==> src/rtl/ahb_pkg.sv <==
// Shared AHB-Lite encodings, the stall LFSR seed and the byte-select helper.
package ahb_pkg;

    typedef enum logic [1:0] {
        TR_IDLE   = 2'b00,
        TR_BUSY   = 2'b01,
        TR_NONSEQ = 2'b10,
        TR_SEQ    = 2'b11
    } htrans_e;

    typedef enum logic [1:0] {
        SZ_BYTE  = 2'b00,
        SZ_HALF  = 2'b01,
        SZ_WORD  = 2'b10,
        SZ_DWORD = 2'b11
    } hsize_e;

    localparam logic [15:0] LFSR_SEED = 16'hACE1;

    // 8-lane byte select for a transfer of the given size at the low address bits.
    function automatic logic [7:0] byte_sel(input logic [1:0] size, input logic [2:0] a);
        logic [7:0] s;
        case (size)
            SZ_BYTE: s = 8'h01 << a;
            SZ_HALF: s = 8'h03 << {a[2:1], 1'b0};
            SZ_WORD: s = 8'h0F << {a[2], 2'b00};
            default: s = 8'hFF;
        endcase
        return s;
    endfunction

endpackage

==> src/rtl/ahb_slave_mem_bridge_if.sv <==
// AHB-Lite slave-side bus bundle.
interface ahb_slave_mem_bridge_if #(
    parameter int ADDR_BITS = 24,
    parameter int DATA_BITS = 32
);
    logic [ADDR_BITS-1:0] HADDR;
    logic [1:0]           HTRANS;
    logic                 HWRITE;
    logic [1:0]           HSIZE;
    logic [DATA_BITS-1:0] HWDATA;
    logic [DATA_BITS-1:0] HRDATA;
    logic                 HREADY;
    logic                 HRESP;

    modport slave (
        input  HADDR, HTRANS, HWRITE, HSIZE, HWDATA,
        output HRDATA, HREADY, HRESP
    );

    modport master (
        output HADDR, HTRANS, HWRITE, HSIZE, HWDATA,
        input  HRDATA, HREADY, HRESP
    );
endinterface

==> src/rtl/ahb_stall_lfsr.sv <==
// Pseudo-random wait-state generator: free-running 16-bit LFSR and a registered stall flag.
module ahb_stall_lfsr
    import ahb_pkg::*;
(
    input  logic       clk,
    input  logic       reset,
    input  logic       stall_enable,
    input  logic [3:0] stall_thresh,
    output logic       stall
);
    logic [15:0] lfsr;
    logic        fb;

    // Fibonacci taps 16,14,13,11 in right-shift form; the sequence is repeatable from the seed.
    assign fb = lfsr[0] ^ lfsr[2] ^ lfsr[3] ^ lfsr[5];

    // Advance the LFSR every cycle and register the stall decision from its low nibble.
    always_ff @(posedge clk) begin
        if (!reset) begin
            lfsr  <= LFSR_SEED;
            stall <= 1'b0;
        end else begin
            lfsr  <= {fb, lfsr[15:1]};
            stall <= stall_enable & (lfsr[3:0] < stall_thresh);
        end
    end
endmodule

==> src/rtl/ahb_slave_mem_bridge.sv <==
// AHB-Lite slave to single-cycle SRAM strobe bridge with injectable stalls, errors and hangs.
module ahb_slave_mem_bridge
    import ahb_pkg::*;
#(
    parameter int ADDR_BITS = 24,
    parameter int DATA_BITS = 32   // 32 or 64 only
) (
    input  logic                   clk,
    input  logic                   reset,
    ahb_slave_mem_bridge_if.slave  bus,
    input  logic                   stall_enable,
    input  logic [3:0]             stall_thresh,
    input  logic [ADDR_BITS-1:0]   hresp_addr,
    input  logic [ADDR_BITS-1:0]   timeout_addr,
    output logic                   RD,
    output logic [ADDR_BITS-1:0]   ADDR_RD,
    output logic                   WR,
    output logic [ADDR_BITS-1:0]   ADDR_WR,
    output logic [DATA_BITS-1:0]   DIN,
    output logic [DATA_BITS/8-1:0] BSEL,
    input  logic [DATA_BITS-1:0]   DOUT
);
    logic       stall;
    logic       timeout_stall;
    logic       hresp_q;
    logic       data_phase;
    logic       wr_pre;
    logic       wr_pre_d;
    logic [1:0] hsize_d;
    logic       hready;
    logic       act;
    logic       any_tr;
    logic [7:0] sel8;

    ahb_stall_lfsr u_stall (
        .clk          (clk),
        .reset        (reset),
        .stall_enable (stall_enable),
        .stall_thresh (stall_thresh),
        .stall        (stall)
    );

    assign act    = bus.HTRANS[1];
    assign any_tr = |bus.HTRANS;

    // BUSY always waits; otherwise a hang or a random stall holds the bus.
    always_comb begin
        hready = ~timeout_stall & ~stall;
        if (bus.HTRANS == TR_BUSY) hready = 1'b0;
    end

    assign bus.HREADY = hready;
    assign bus.HRESP  = hresp_q;

    // Reads are issued straight from the address phase; memory answers one cycle later.
    assign RD         = ~bus.HWRITE & act & hready;
    assign ADDR_RD    = RD ? bus.HADDR : '0;
    assign bus.HRDATA = (hready & data_phase) ? DOUT : '0;

    // Writes are captured in the address phase and strobed in the data phase with HWDATA.
    assign wr_pre = bus.HWRITE & act;
    assign WR     = wr_pre_d & hready;
    assign DIN    = bus.HWDATA;

    assign sel8 = byte_sel(hsize_d, ADDR_WR[2:0]);

    generate
        if (DATA_BITS == 64) begin : g_bsel64
            assign BSEL = sel8;
        end else begin : g_bsel32
            assign BSEL = ADDR_WR[2] ? sel8[7:4] : sel8[3:0];
        end
    endgenerate

    // Track the read data phase; a new read keeps it open, a completed cycle closes it.
    always_ff @(posedge clk) begin
        if (!reset)      data_phase <= 1'b0;
        else if (RD)     data_phase <= 1'b1;
        else if (hready) data_phase <= 1'b0;
    end

    // Latch write address-phase controls whenever the bus advances.
    always_ff @(posedge clk) begin
        if (!reset) begin
            wr_pre_d <= 1'b0;
            ADDR_WR  <= '0;
            hsize_d  <= 2'b00;
        end else if (hready) begin
            wr_pre_d <= wr_pre;
            ADDR_WR  <= wr_pre ? bus.HADDR : '0;
            hsize_d  <= bus.HSIZE;
        end
    end

    // Error response for the programmed address, held until the bus advances.
    always_ff @(posedge clk) begin
        if (!reset)                                hresp_q <= 1'b0;
        else if (any_tr && bus.HADDR == hresp_addr) hresp_q <= 1'b1;
        else if (hready)                           hresp_q <= 1'b0;
    end

    // Sticky hang: only released by programming timeout_addr back to zero.
    always_ff @(posedge clk) begin
        if (!reset)                                  timeout_stall <= 1'b0;
        else if (any_tr && bus.HADDR == timeout_addr) timeout_stall <= 1'b1;
        else if (timeout_addr == '0)                 timeout_stall <= 1'b0;
    end
endmodule

==> src/flat_wrapper.sv <==
// flat-port wrapper written by rule: the top's interface ports become plain ports
module ahb_slave_mem_bridge_flat import ahb_pkg::*;
#(
    parameter int ADDR_BITS = 24,
    parameter int DATA_BITS = 32                   
)
  (clk, reset, stall_enable, stall_thresh, hresp_addr, timeout_addr, RD, ADDR_RD, WR, ADDR_WR, DIN, BSEL, DOUT, bus_HADDR, bus_HTRANS, bus_HWRITE, bus_HSIZE, bus_HWDATA, bus_HRDATA, bus_HREADY, bus_HRESP);
  ahb_slave_mem_bridge_if #(.ADDR_BITS(ADDR_BITS), .DATA_BITS(DATA_BITS)) bus_i ();
  input  logic clk;
  input  logic reset;
  input  logic stall_enable;
  input  logic [3:0] stall_thresh;
  input  logic [ADDR_BITS-1:0] hresp_addr;
  input  logic [ADDR_BITS-1:0] timeout_addr;
  output logic RD;
  output logic [ADDR_BITS-1:0] ADDR_RD;
  output logic WR;
  output logic [ADDR_BITS-1:0] ADDR_WR;
  output logic [DATA_BITS-1:0] DIN;
  output logic [DATA_BITS/8-1:0] BSEL;
  input  logic [DATA_BITS-1:0] DOUT;
  input wire logic [$bits(bus_i.HADDR)-1:0] bus_HADDR;
  input wire logic [$bits(bus_i.HTRANS)-1:0] bus_HTRANS;
  input wire logic [$bits(bus_i.HWRITE)-1:0] bus_HWRITE;
  input wire logic [$bits(bus_i.HSIZE)-1:0] bus_HSIZE;
  input wire logic [$bits(bus_i.HWDATA)-1:0] bus_HWDATA;
  output wire logic [$bits(bus_i.HRDATA)-1:0] bus_HRDATA;
  output wire logic [$bits(bus_i.HREADY)-1:0] bus_HREADY;
  output wire logic [$bits(bus_i.HRESP)-1:0] bus_HRESP;
  assign bus_i.HADDR = bus_HADDR;
  assign bus_i.HTRANS = bus_HTRANS;
  assign bus_i.HWRITE = bus_HWRITE;
  assign bus_i.HSIZE = bus_HSIZE;
  assign bus_i.HWDATA = bus_HWDATA;
  assign bus_HRDATA = bus_i.HRDATA;
  assign bus_HREADY = bus_i.HREADY;
  assign bus_HRESP = bus_i.HRESP;
  ahb_slave_mem_bridge #(.ADDR_BITS(ADDR_BITS), .DATA_BITS(DATA_BITS)) u_core (.clk(clk), .reset(reset), .bus(bus_i), .stall_enable(stall_enable), .stall_thresh(stall_thresh), .hresp_addr(hresp_addr), .timeout_addr(timeout_addr), .RD(RD), .ADDR_RD(ADDR_RD), .WR(WR), .ADDR_WR(ADDR_WR), .DIN(DIN), .BSEL(BSEL), .DOUT(DOUT));
endmodule
==> config.mk <==
export PLATFORM = sky130hd
export DESIGN_NAME = ahb_slave_mem_bridge_flat
export DESIGN_NICKNAME = d
export VERILOG_FILES = /design/src/rtl/ahb_pkg.sv /design/src/rtl/ahb_slave_mem_bridge_if.sv /design/src/rtl/ahb_stall_lfsr.sv /design/src/rtl/ahb_slave_mem_bridge.sv /design/src/flat_wrapper.sv
export SDC_FILE = /design/constraint.sdc
export NUM_CORES = 1
export LEC_CHECK = 0
export BUFFER_PORTS_ARGS = -buffer_cell sky130_fd_sc_hd__buf_2
export CELL_PAD_IN_SITES_DETAIL_PLACEMENT = 1
export CELL_PAD_IN_SITES_GLOBAL_PLACEMENT = 2
export CORE_AREA = 2 2 112 141
export DETAILED_ROUTE_END_ITERATION = 10
export DIE_AREA = 0 0 114 143
export PLACE_DENSITY = 0.93
export SETUP_SLACK_MARGIN = 0.4
export SLEW_MARGIN = 40
export SYNTH_ARGS = -nofsm -noshare
export SYNTH_HDL_FRONTEND = slang
export SYNTH_SLANG_ARGS = --single-unit
export TNS_END_PERCENT = 50
==> constraint.sdc <==
create_clock -name clk -period 2.15 [get_ports clk]
set_input_delay 0.1075 -clock clk [delete_from_list [all_inputs] [get_ports clk]]
set_output_delay 0.1075 -clock clk [all_outputs]
set_load 0.005 [all_outputs]
* Word level (Yosys, flattened, before mapping)
Index checks and enable logic that the tools add are counted.
** Word-level totals
- Word-level logic and storage cells :: 49
- Output and inout port bits :: 120
- Register bits :: 47
- Bits of input ports :: 148
** Cells by class
- Eq/ne operators :: 5
- Reductions and logical operators :: 8
- Multiplexer cells :: 11
- Order comparisons :: 1
- Shift operators :: 3
- Bitwise gates (word level) :: 13
** Operators by type and width (number)
- equality test 24 bit :: 2
- 2-to-1 mux 24 bit :: 2
- 2-to-1 mux 32 bit :: 1
- zero test 24 bit :: 1
- case mux 8 bit (3 select lines) :: 1
- << shifter 1 x 3 -> 8 bit (first input constant) :: 1
- << shifter 2 x 3 -> 8 bit (first input constant) :: 1
- << shifter 4 x 3 -> 8 bit (first input constant) :: 1
- bitwise AND 1 bit :: 7
- 2-to-1 mux 1 bit :: 6
- nonzero test 2 bit :: 3
- equality test 2 x 1 -> 1 bit (second input constant) :: 2
- < comparator 4 bit :: 1
- 2-to-1 mux 4 bit :: 1
- NOT 1 bit :: 3
- XOR 1 bit :: 3
- equality test 2 bit (second input constant) :: 1
- logical AND 1 bit :: 2
- zero test 2 bit :: 1
- OR reduction 2 bit :: 1

* Longest topological paths before layout
Gate-level depths: netlist (run 1).
- Depth in word-level cells :: 5
- Depth in mapped cells :: 6
- Mapped depth without buffers :: 5

* Modules after synthesis
Synthesis (run 1) repeated with hierarchy kept, for this count alone.
** Second synthesis, totals
- Cell total of the unflattened synthesis :: 336
- Area total of the unflattened synthesis :: 2935.3 µm²
** By module, submodules not included
- ahb_slave_mem_bridge :: cells each 287, area an instance 2369.8 µm², times used 1, sequential area each 600.6 µm²
- ahb_stall_lfsr :: cells each 49, area an instance 565.5 µm², times used 1, sequential area each 340.3 µm²

* Least setup slack after synthesis (run 1)
OpenSTA, ideal clock, no wires.
- Kind :: reg2reg
- From :: register u_core.timeout_stall
- To :: register u_core.data_phase
- Arrival time :: 1.056 ns
- Required time :: 2.035 ns
- Stages on the path, launching flop included :: 7
- Path buffers :: 2
- Period minus slack after synthesis :: 1.170 ns
- Path slack :: 0.980 ns
- Library setup time :: 0.115 ns
- Cell sequence :: dfxtp_1 > nor2_4 > o21ai_2 > buf_6 > buf_6 > and2_1 > o21a_1
** Between the ends
- Cells in the longest elaborated chain, start to end :: 5
- Elaborated cells on any way between the ends :: 6
- Classes of those cells :: mux (2); bitwise (3); reduce/logical (1)
** Ends and longest elaborated chain
- start: declaration :: RTL line ahb_slave_mem_bridge.sv:24 : logic timeout_stall;
- start signal: assignment :: RTL line ahb_slave_mem_bridge.sv:104 : if (!reset) timeout_stall <= 1'b0;
- start signal: assignment :: RTL line ahb_slave_mem_bridge.sv:105 : else if (any_tr && bus.HADDR == timeout_addr) timeout_stall <= 1'b1;
- start signal: assignment :: RTL line ahb_slave_mem_bridge.sv:106 : else if (timeout_addr == '0) timeout_stall <= 1'b0;
- NOT 1 bit * :: RTL line ahb_slave_mem_bridge.sv:48 : hready = ~timeout_stall & ~stall;
- bitwise AND 1 bit * :: RTL line ahb_slave_mem_bridge.sv:48
- 2-to-1 mux 1 bit * :: RTL line ahb_slave_mem_bridge.sv:49 : if (bus.HTRANS == TR_BUSY) hready = 1'b0;
- bitwise AND 1 bit :: RTL line ahb_slave_mem_bridge.sv:56 : assign RD = ~bus.HWRITE & act & hready;
- 2-to-1 mux 1 bit or nonzero test 2 bit (tied branches)
- end signal: assignment :: RTL line ahb_slave_mem_bridge.sv:77 : if (!reset) data_phase <= 1'b0;
- end signal: assignment :: RTL line ahb_slave_mem_bridge.sv:78 : else if (RD) data_phase <= 1'b1;
- end signal: assignment :: RTL line ahb_slave_mem_bridge.sv:79 : else if (hready) data_phase <= 1'b0;
- end: declaration :: RTL line ahb_slave_mem_bridge.sv:26 : logic data_phase;
Every way passes the cells marked *; elsewhere a longest branch is shown, timed or not.
A chain may end at the register's enable or synchronous reset.

* Worst setup path in the final report (run 1)
- From :: register u_core.timeout_stall
- To :: output ADDR_RD[17]
** Between the ends
- Cells in the longest elaborated chain, start to end :: 5
** Ends and longest elaborated chain
- NOT 1 bit :: RTL line ahb_slave_mem_bridge.sv:48
- bitwise AND 1 bit :: RTL line ahb_slave_mem_bridge.sv:48
- 2-to-1 mux 1 bit :: RTL line ahb_slave_mem_bridge.sv:49
- bitwise AND 1 bit :: RTL line ahb_slave_mem_bridge.sv:56
- 2-to-1 mux 24 bit :: RTL line ahb_slave_mem_bridge.sv:57 : assign ADDR_RD = RD ? bus.HADDR : '0;
- end: declaration :: RTL line flat_wrapper.sv:16 : output logic [ADDR_BITS-1:0] ADDR_RD;
Every way passes these cells.

==> results.md, run 1 <==
- CTS Sinks: 47
- Setup repair bufs after CTS: 0
- Post-Layout Cell Count: roughly 680
- DP HPWL: approximately 9500 um
- Final setup vio count: 0
- Number of synthesized register bits: 47
- RSZ-0062 raised after global routing: no
- CP Capture Type: output port
- Filler Cell Count: 1844
- DRC Markers: 0
- Hold Startpoint: bus_HSIZE[0]
- Post-synthesis async set-or-reset flop share: 0
- WL final: around 12000 um
- First-pass GRT wire length: 17000 um
- Nets: 651
- IO Count: 268
- Synthesized area: slightly below 0.003 mm2
- Pwr dens: about 580 mW/mm2
- RR Endpoint: u_core.ADDR_WR[16]
- Critical path arrival: roughly 1.5 ns
- Synth cell types: 32
- Peak VDD IR: ~250 uV
- R2R depth: 5
- Minimum clock period: 1.57 ns
- Status: finished, final reports clean
- Largest net degree at the start of global routing: 37
- Final period util: 0.729
- Syn Nets: between 400 and 500
- Initial antenna violation count: 1
- Main synth FF type: dfxtp_1
- Vias in the first global route: roughly 3000
- Chip width: approximately 110 um
- Post-route ant nets: 0
- Utilization after layout: 0.271
- CP Data Required Time: 2.04 ns
- # diodes: 0
- Area delta synth->final: 37.8%
- Register area share after synthesis: 0.322
- RD Place Congestion: a little over 0.8
- Crit-path max FO: 18
- Worst R2R Start: u_core.timeout_stall
- Iter 0 DRT Violations: 86
- GRT Total Usage: 0.138
- Most frequent cells in the layout: 203 x buf_2, 50 x xor2_1, 46 x dfxtp_1, 34 x and2_1, 33 x and3_1
- Max Slew Vio Count: 0
- Mean Syn Cell Area: between 8 and 9 um2
- Max_slew headroom: 0.619
- Tightest Pin Transition: around 0.57 ns
- Ratio of cells with drive above 1 in the final layout: 0.441
- Most common cell after layout, fill and taps aside: buf_2
- Die height: 143 um
- Via count: around 3000
- WS Path Type: reg -> out
- Hold Path Depth: 3
- Overflow after GRT: 0
- Fin. Hold Viols: 0
- Cells after Synth: about 340
- Hold worst-path end: u_core.hsize_d[0]
- Post-CTS Hold Fix Bufs: 0
- DP Cell Count: just under 700
- Die footprint: approximately 0.016 mm2
- DR vias/cell: about 4.4
- Drt pass-1 iters: 4
- Clock Path Buffers: 2
- Worst R2R Setup Slack: 0.79 ns
- Routed WL per cell: about 17 um
- # H-tree levels: 2
- Fin Clk Skew: ~0.0050 ns
- Placed inst area: 0.00385 mm2
- Core footprint: about 0.015 mm2
- Cts bufs inserted: 5
- Yosys warnings: 0
- Fmax: ~640 MHz
- Critical Path Start Type: flop
- Clock Latency Late Sink: 0.29 ns
- Leak Pwr: between 2 and 2.5 nW
- Post-synth EDFFs: 0
- Clk Tree Root Cell: clkbuf_16
- CTS tree: built
- Port bufs: ~200
- Final instance area: a little over 0.004 mm2
- Setup tns final: 0 ns
- Post-CTS resize count: 0
- HP Class: in -> reg
- Clock slew at reported path FFs: roughly 0.070 ns
- Max Cap Viol: 0
- Site Rows: 50
- Starting Density: 0.196
synthesized netlist by cell type, types with 2 or more instances:
library cell / n / share of area
xor2_1: 50 / 0.15
dfxtp_1: 47 / 0.32
and2_1: 34 / 0.073
and3_1: 33 / 0.071
buf_4: 33 / 0.085
nor2b_1: 25 / 0.054
a22oi_1: 24 / 0.062
nor4_1: 16 / 0.034
clkbuf_1: 11 / 0.014
nand2b_1: 9 / 0.019
nand2_1: 8 / 0.010
inv_1: 5 / 0.0064
a21o_1: 4 / 0.010
buf_6: 4 / 0.015
buf_2: 3 / 0.0051
ha_1: 3 / 0.013
nand3_1: 3 / 0.0051
nand4_1: 3 / 0.0064
nor2_1: 3 / 0.0039
o21ai_0: 3 / 0.0051
a21boi_0: 2 / 0.0051
nor3_1: 2 / 0.0034
o21bai_1: 2 / 0.0051
routing by layer:
metal,vias up,wire length (um),GRT usage
met4,0,224,0.0443
met2,141,6040,0.260
li1,1433,-,-
met3,21,866,0.0306
met5,-,0,0
met1,1385,4490,0.152
worst max-delay path: stages (launching register included):
cell	delay [ns]
dfxtp_1	0.34
nor2_4	0.14
nand2_1	0.07
nor2_2	0.10
buf_4	0.23
and2_1	0.17
buf_2	0.12
kinds of logic (layout without fill, tap and decap cells):
family / count (synthesis) / after routing / share of synthesized area
AO/OA/AOI/OAI: 40 / 40 / 0.0997
XOR/XNOR: 51 / 51 / 0.153
adder cells (fa/ha/maj): 3 / 3 / 0.0128
buffers and inverters: 57 / 222 / 0.127
flip-flops: 47 / 47 / 0.322
AND/OR/NAND/NOR: 138 / 138 / 0.286
worst max-delay path by stage:
stage | startpoint | endpoint | slack, ns
final | u_core.timeout_stall | ADDR_RD[17] | 0.58
after global routing | u_core.timeout_stall | ADDR_RD[17] | 0.45
after CTS | u_core.timeout_stall | bus_HRDATA[8] | 0.44
after detailed placement | u_core.timeout_stall | bus_HRDATA[8] | 0.76
after global placement | bus_HADDR[0] | u_core.bus.HRESP | 0.79
after floorplan | u_core.timeout_stall | u_core.data_phase | 0.98
sequential cells by signal, indices dropped and copies added, names as in the netlist:
name	flops
u_core.timeout_stall	1
u_core.u_stall.stall	1
u_core.wr_pre_d	1
u_core.data_phase	1
u_core.bus.HRESP	1
u_core.hsize_d	2
u_core.ADDR_WR	24
u_core.u_stall.lfsr	16
final cells by class:
cell class | count | area (um2) | share of cell area
Multi-Input combinational cell | 232 | 1610 | 0.400
Timing Repair Buffer | 208 | 1050 | 0.262
Sequential cell | 47 | 942 | 0.234
Clock buffer | 5 | 125 | 0.0311
Inverter | 6 | 25.0 | 0.00621
Clock inverter | 3 | 43.8 | 0.0109
Tap cell | 182 | 228 | 0.0565
power breakdown:
group          leakage [nW]  internal, W  switching [W]
logic                  1.68     0.000228       0.000255
registers             0.386     0.000913      0.0000262
clock network        0.0838     0.000549       0.000350
through the flow:
stage / total power, W / hold WS, ns / setup WS (ns)
floorplan: 0.00123 / 0.233 / 0.980
global placement: 0.00144 / 0.215 / 0.786
detailed placement: 0.00145 / 0.215 / 0.765
CTS: 0.00237 / 0.0632 / 0.439
global route: 0.00245 / 0.0799 / 0.453
finish: 0.00232 / 0.0665 / 0.582
Note: power is estimated with default switching activity, not from simulation.
==> run 2, diff against run 1 <==
Settings changed: CORE_AREA 2 2 112 141 to 2 2 124 157, DIE_AREA 0 0 114 143 to 0 0 126 159, PLACE_DENSITY 0.93 to 0.82.
Clock period 2.15 ns to 1.3 ns, I/O delays scaled along.
==> run 2 against run 1 <==
Against the previous run: the flow now finishes with violations (negative setup slack); final area is 12% higher; largest cell class unchanged; setup slack got worse by 0.80 ns; critical path type unchanged; critical path depth stayed put; sequential power is 65% higher; register-to-register slack got worse by 0.79 ns.
==> results.md, run 2 (synthesis gave the netlist of run 1 again) <==
- Die footprint: 0.0200 mm2 (+23%)
- Top reg by flops: u_core.ADDR_WR
- Placed inst area: 0.00408 mm2 (+5.8%)
- Fin Clk Skew: 0.00596 ns (+0.000948 ns)
- Max Slew Vio Count: 0 (unchanged)
- Peak VDD IR: 449 uV (+82%)
- Initial antenna violation count: 0 (-1)
- Crit-path max FO: 27 (+9)
- Vias in the first global route: 3220 (+6.2%)
- Routed WL per cell: 16.5 um (-2.8%)
- Cts bufs inserted: 5 (unchanged)
- Max Cap Viol: 0 (unchanged)
- Clk Tree Root Cell: clkbuf_16
- First-pass GRT wire length: 18300 um (+7.6%)
- Most common cell after layout, fill and taps aside: buf_2
- Minimum clock period: between 1.5 and 2 ns
- Pwr dens: 867 mW/mm2 (+51%)
- CTS tree: built
- RD Place Congestion: 0.834 (+1.8%)
- R2R depth: 6 (+1)
- DRC Markers: 0 (unchanged)
- Tightest Pin Transition: 0.456 ns (-0.110 ns)
- Worst path slowest cell: dfxtp_2
- Failing checks: negative setup slack
- Final instance area: 0.00451 mm2 (+12%)
- Cell family with most CP delay: simple AND/OR/NAND/NOR gates
- Number of flip-flops under the largest register name: 24 (unchanged)
- Clock Path Buffers: 2 (unchanged)
- RSZ-0062 raised after global routing: yes
- Port bufs: 203 (unchanged)
- Overflow after GRT: 0 (unchanged)
- Worst-path cell chain: nor2_4 > nand2_1 > nor2_2 > buf_12 > and2_1 > buf_2
- # H-tree levels: 2 (unchanged)
- Critical Path Start Type: flop
- Stages on the worst setup path: 6 (unchanged)
- Iter 0 DRT Violations: 64 (-26%)
- Site Rows: 56 (+12%)
- Critical path arrival: 1.45 ns (about the same)
- Via count: 3061 (+2.7%)
- Hold Path Depth: 3 (unchanged)
- Core footprint: 0.0185 mm2 (+24%)
- Most frequent cells in the layout: 202 x buf_2, 49 x xor2_1, 35 x dfxtp_1, 32 x and2_1, 30 x and3_1
- Starting Density: 0.158 (-0.0383)
- DP HPWL: 9550 um (+0.42%)
- Fin. Hold Viols: 0 (unchanged)
- Largest net degree at the start of global routing: 48 (+30%)
- Top flop regs: u_core.ADDR_WR: 24 flops, u_core.u_stall.lfsr: 16 flops, u_core.hsize_d: 2 flops
- Largest stage delay, worst path: 0.34 ns (about the same)
- Max_slew headroom: 0.696 (+0.0768)
- IO Count: 268 (unchanged)
- CTS Sinks: 47 (unchanged)
- WS Path Type: reg -> out
- WL final: 12300 um (+6.0%)
- CP bufs+invs: 2 (unchanged)
- CP Capture Type: output port
- Nets: 662 (+1.7%)
- Final setup vio count: 59 (+59)
- DR vias/cell: 4.11 (-5.8%)
- GRT Total Usage: 0.117 (-0.0213)
- Clock Latency Late Sink: 0.30 ns (about the same)
- Final period util: 1.17
- Post-route ant nets: 0 (unchanged)
- Setup ws final: -0.216 ns (-0.799 ns)
- Ratio of cells with drive above 1 in the final layout: 0.541 (+0.0999)
- Leak Pwr: 2.26 nW (+5.0%)
- HP Class: in -> reg
- Filler Cell Count: 2244 (+22%)
- Die height: 159 um (+11%)
- Drt pass-1 iters: 4 (unchanged)
- Fmax: approximately 660 MHz
- Area delta synth->final: 54.2%
- Clock slew at reported path FFs: 0.07 ns (about the same)
- Hold Worst Slack: 0.0169 ns (-0.0496 ns)
- Status: finished, violations left
- Chip width: 126 um (+11%)
- CP Data Required Time: 1.24 ns (-0.80 ns)
-- run 2: cell types whose count changed in the layout (fill, tap and decap cells not counted), sizes merged --
cell,delta
bufinv,-1
diode,+1
clkbuf,+4
buf,+7
clkinvlp,+1
dlygate4sd3,+1
inv,-1
-- run 2: path summary, 6_finish.rpt --
check | slack [ns] | endpoint | startpoint
max | -0.22 | ADDR_RD[1] | u_core.timeout_stall
min | 0.02 | u_core.hsize_d[1] | bus_HSIZE[1]
min reg2reg | 0.41 | u_core.u_stall.lfsr[13] | u_core.u_stall.lfsr[14]
max reg2reg | 0 | u_core.data_phase | u_core.timeout_stall
-- run 2: worst register-to-register path, delay by kind of cell (launching register included) --
family | cells | cell delay (ns)
buffers and inverters | 2 | 0.32
and+or+nand+nor | 2 | 0.29
AOI/OAI and AO/OA | 2 | 0.24
DFF | 1 | 0.34
-- run 2: where the power goes --
part	switching, W	internal, W
registers	0.0000387	0.00151
logic	0.000495	0.000485
clock network	0.000613	0.000770
-- run 2: stage by stage --
stage	setup TNS (ns)	total power, W	utilization	instances	setup WS, ns
global placement	-0.0470	0.00245	0.220	731	-0.0470
global route	-14.47	0.00416	0.244	744	-0.300
detailed placement	-0.0320	0.00246	0.220	731	-0.0320
CTS	-10.99	0.00391	0.233	740	-0.245
floorplan	0	0.00206	-	336	0.147
finish	-10.30	0.00391	0.244	745	-0.216
-- run 2: metal layers --
layer | global-route usage | routed length [um] | up-vias | part of all wire
met4 | 0.0415 | 316 | 0 | 0.026
li1 | - | - | 1455 | -
met3 | 0.0366 | 968 | 29 | 0.079
met1 | 0.131 | 4670 | 1415 | 0.38
met2 | 0.207 | 6370 | 162 | 0.52
met5 | 0 | 0 | - | 0
-- run 2: cell type report --
class,count,area (um2),area share
antenna,1,2.50,0.000555
timing repair buffer,219,1260,0.280
clock inverter,2,16.3,0.00361
tap,232,290,0.0644
sequential,47,966,0.214
multi-input combinational,232,1810,0.401
inverter,6,27.5,0.00611
clock buffer,6,139,0.0308
-- run 2: what timing repair did --
action	in CTS	in global routing
hold buffers	1	0
pin swaps	10	18
buffers inserted	0	1
endpoints found under the setup margin	95	97
gates cloned	0	3
resized for setup	17	31
endpoints found under the hold margin	1	0
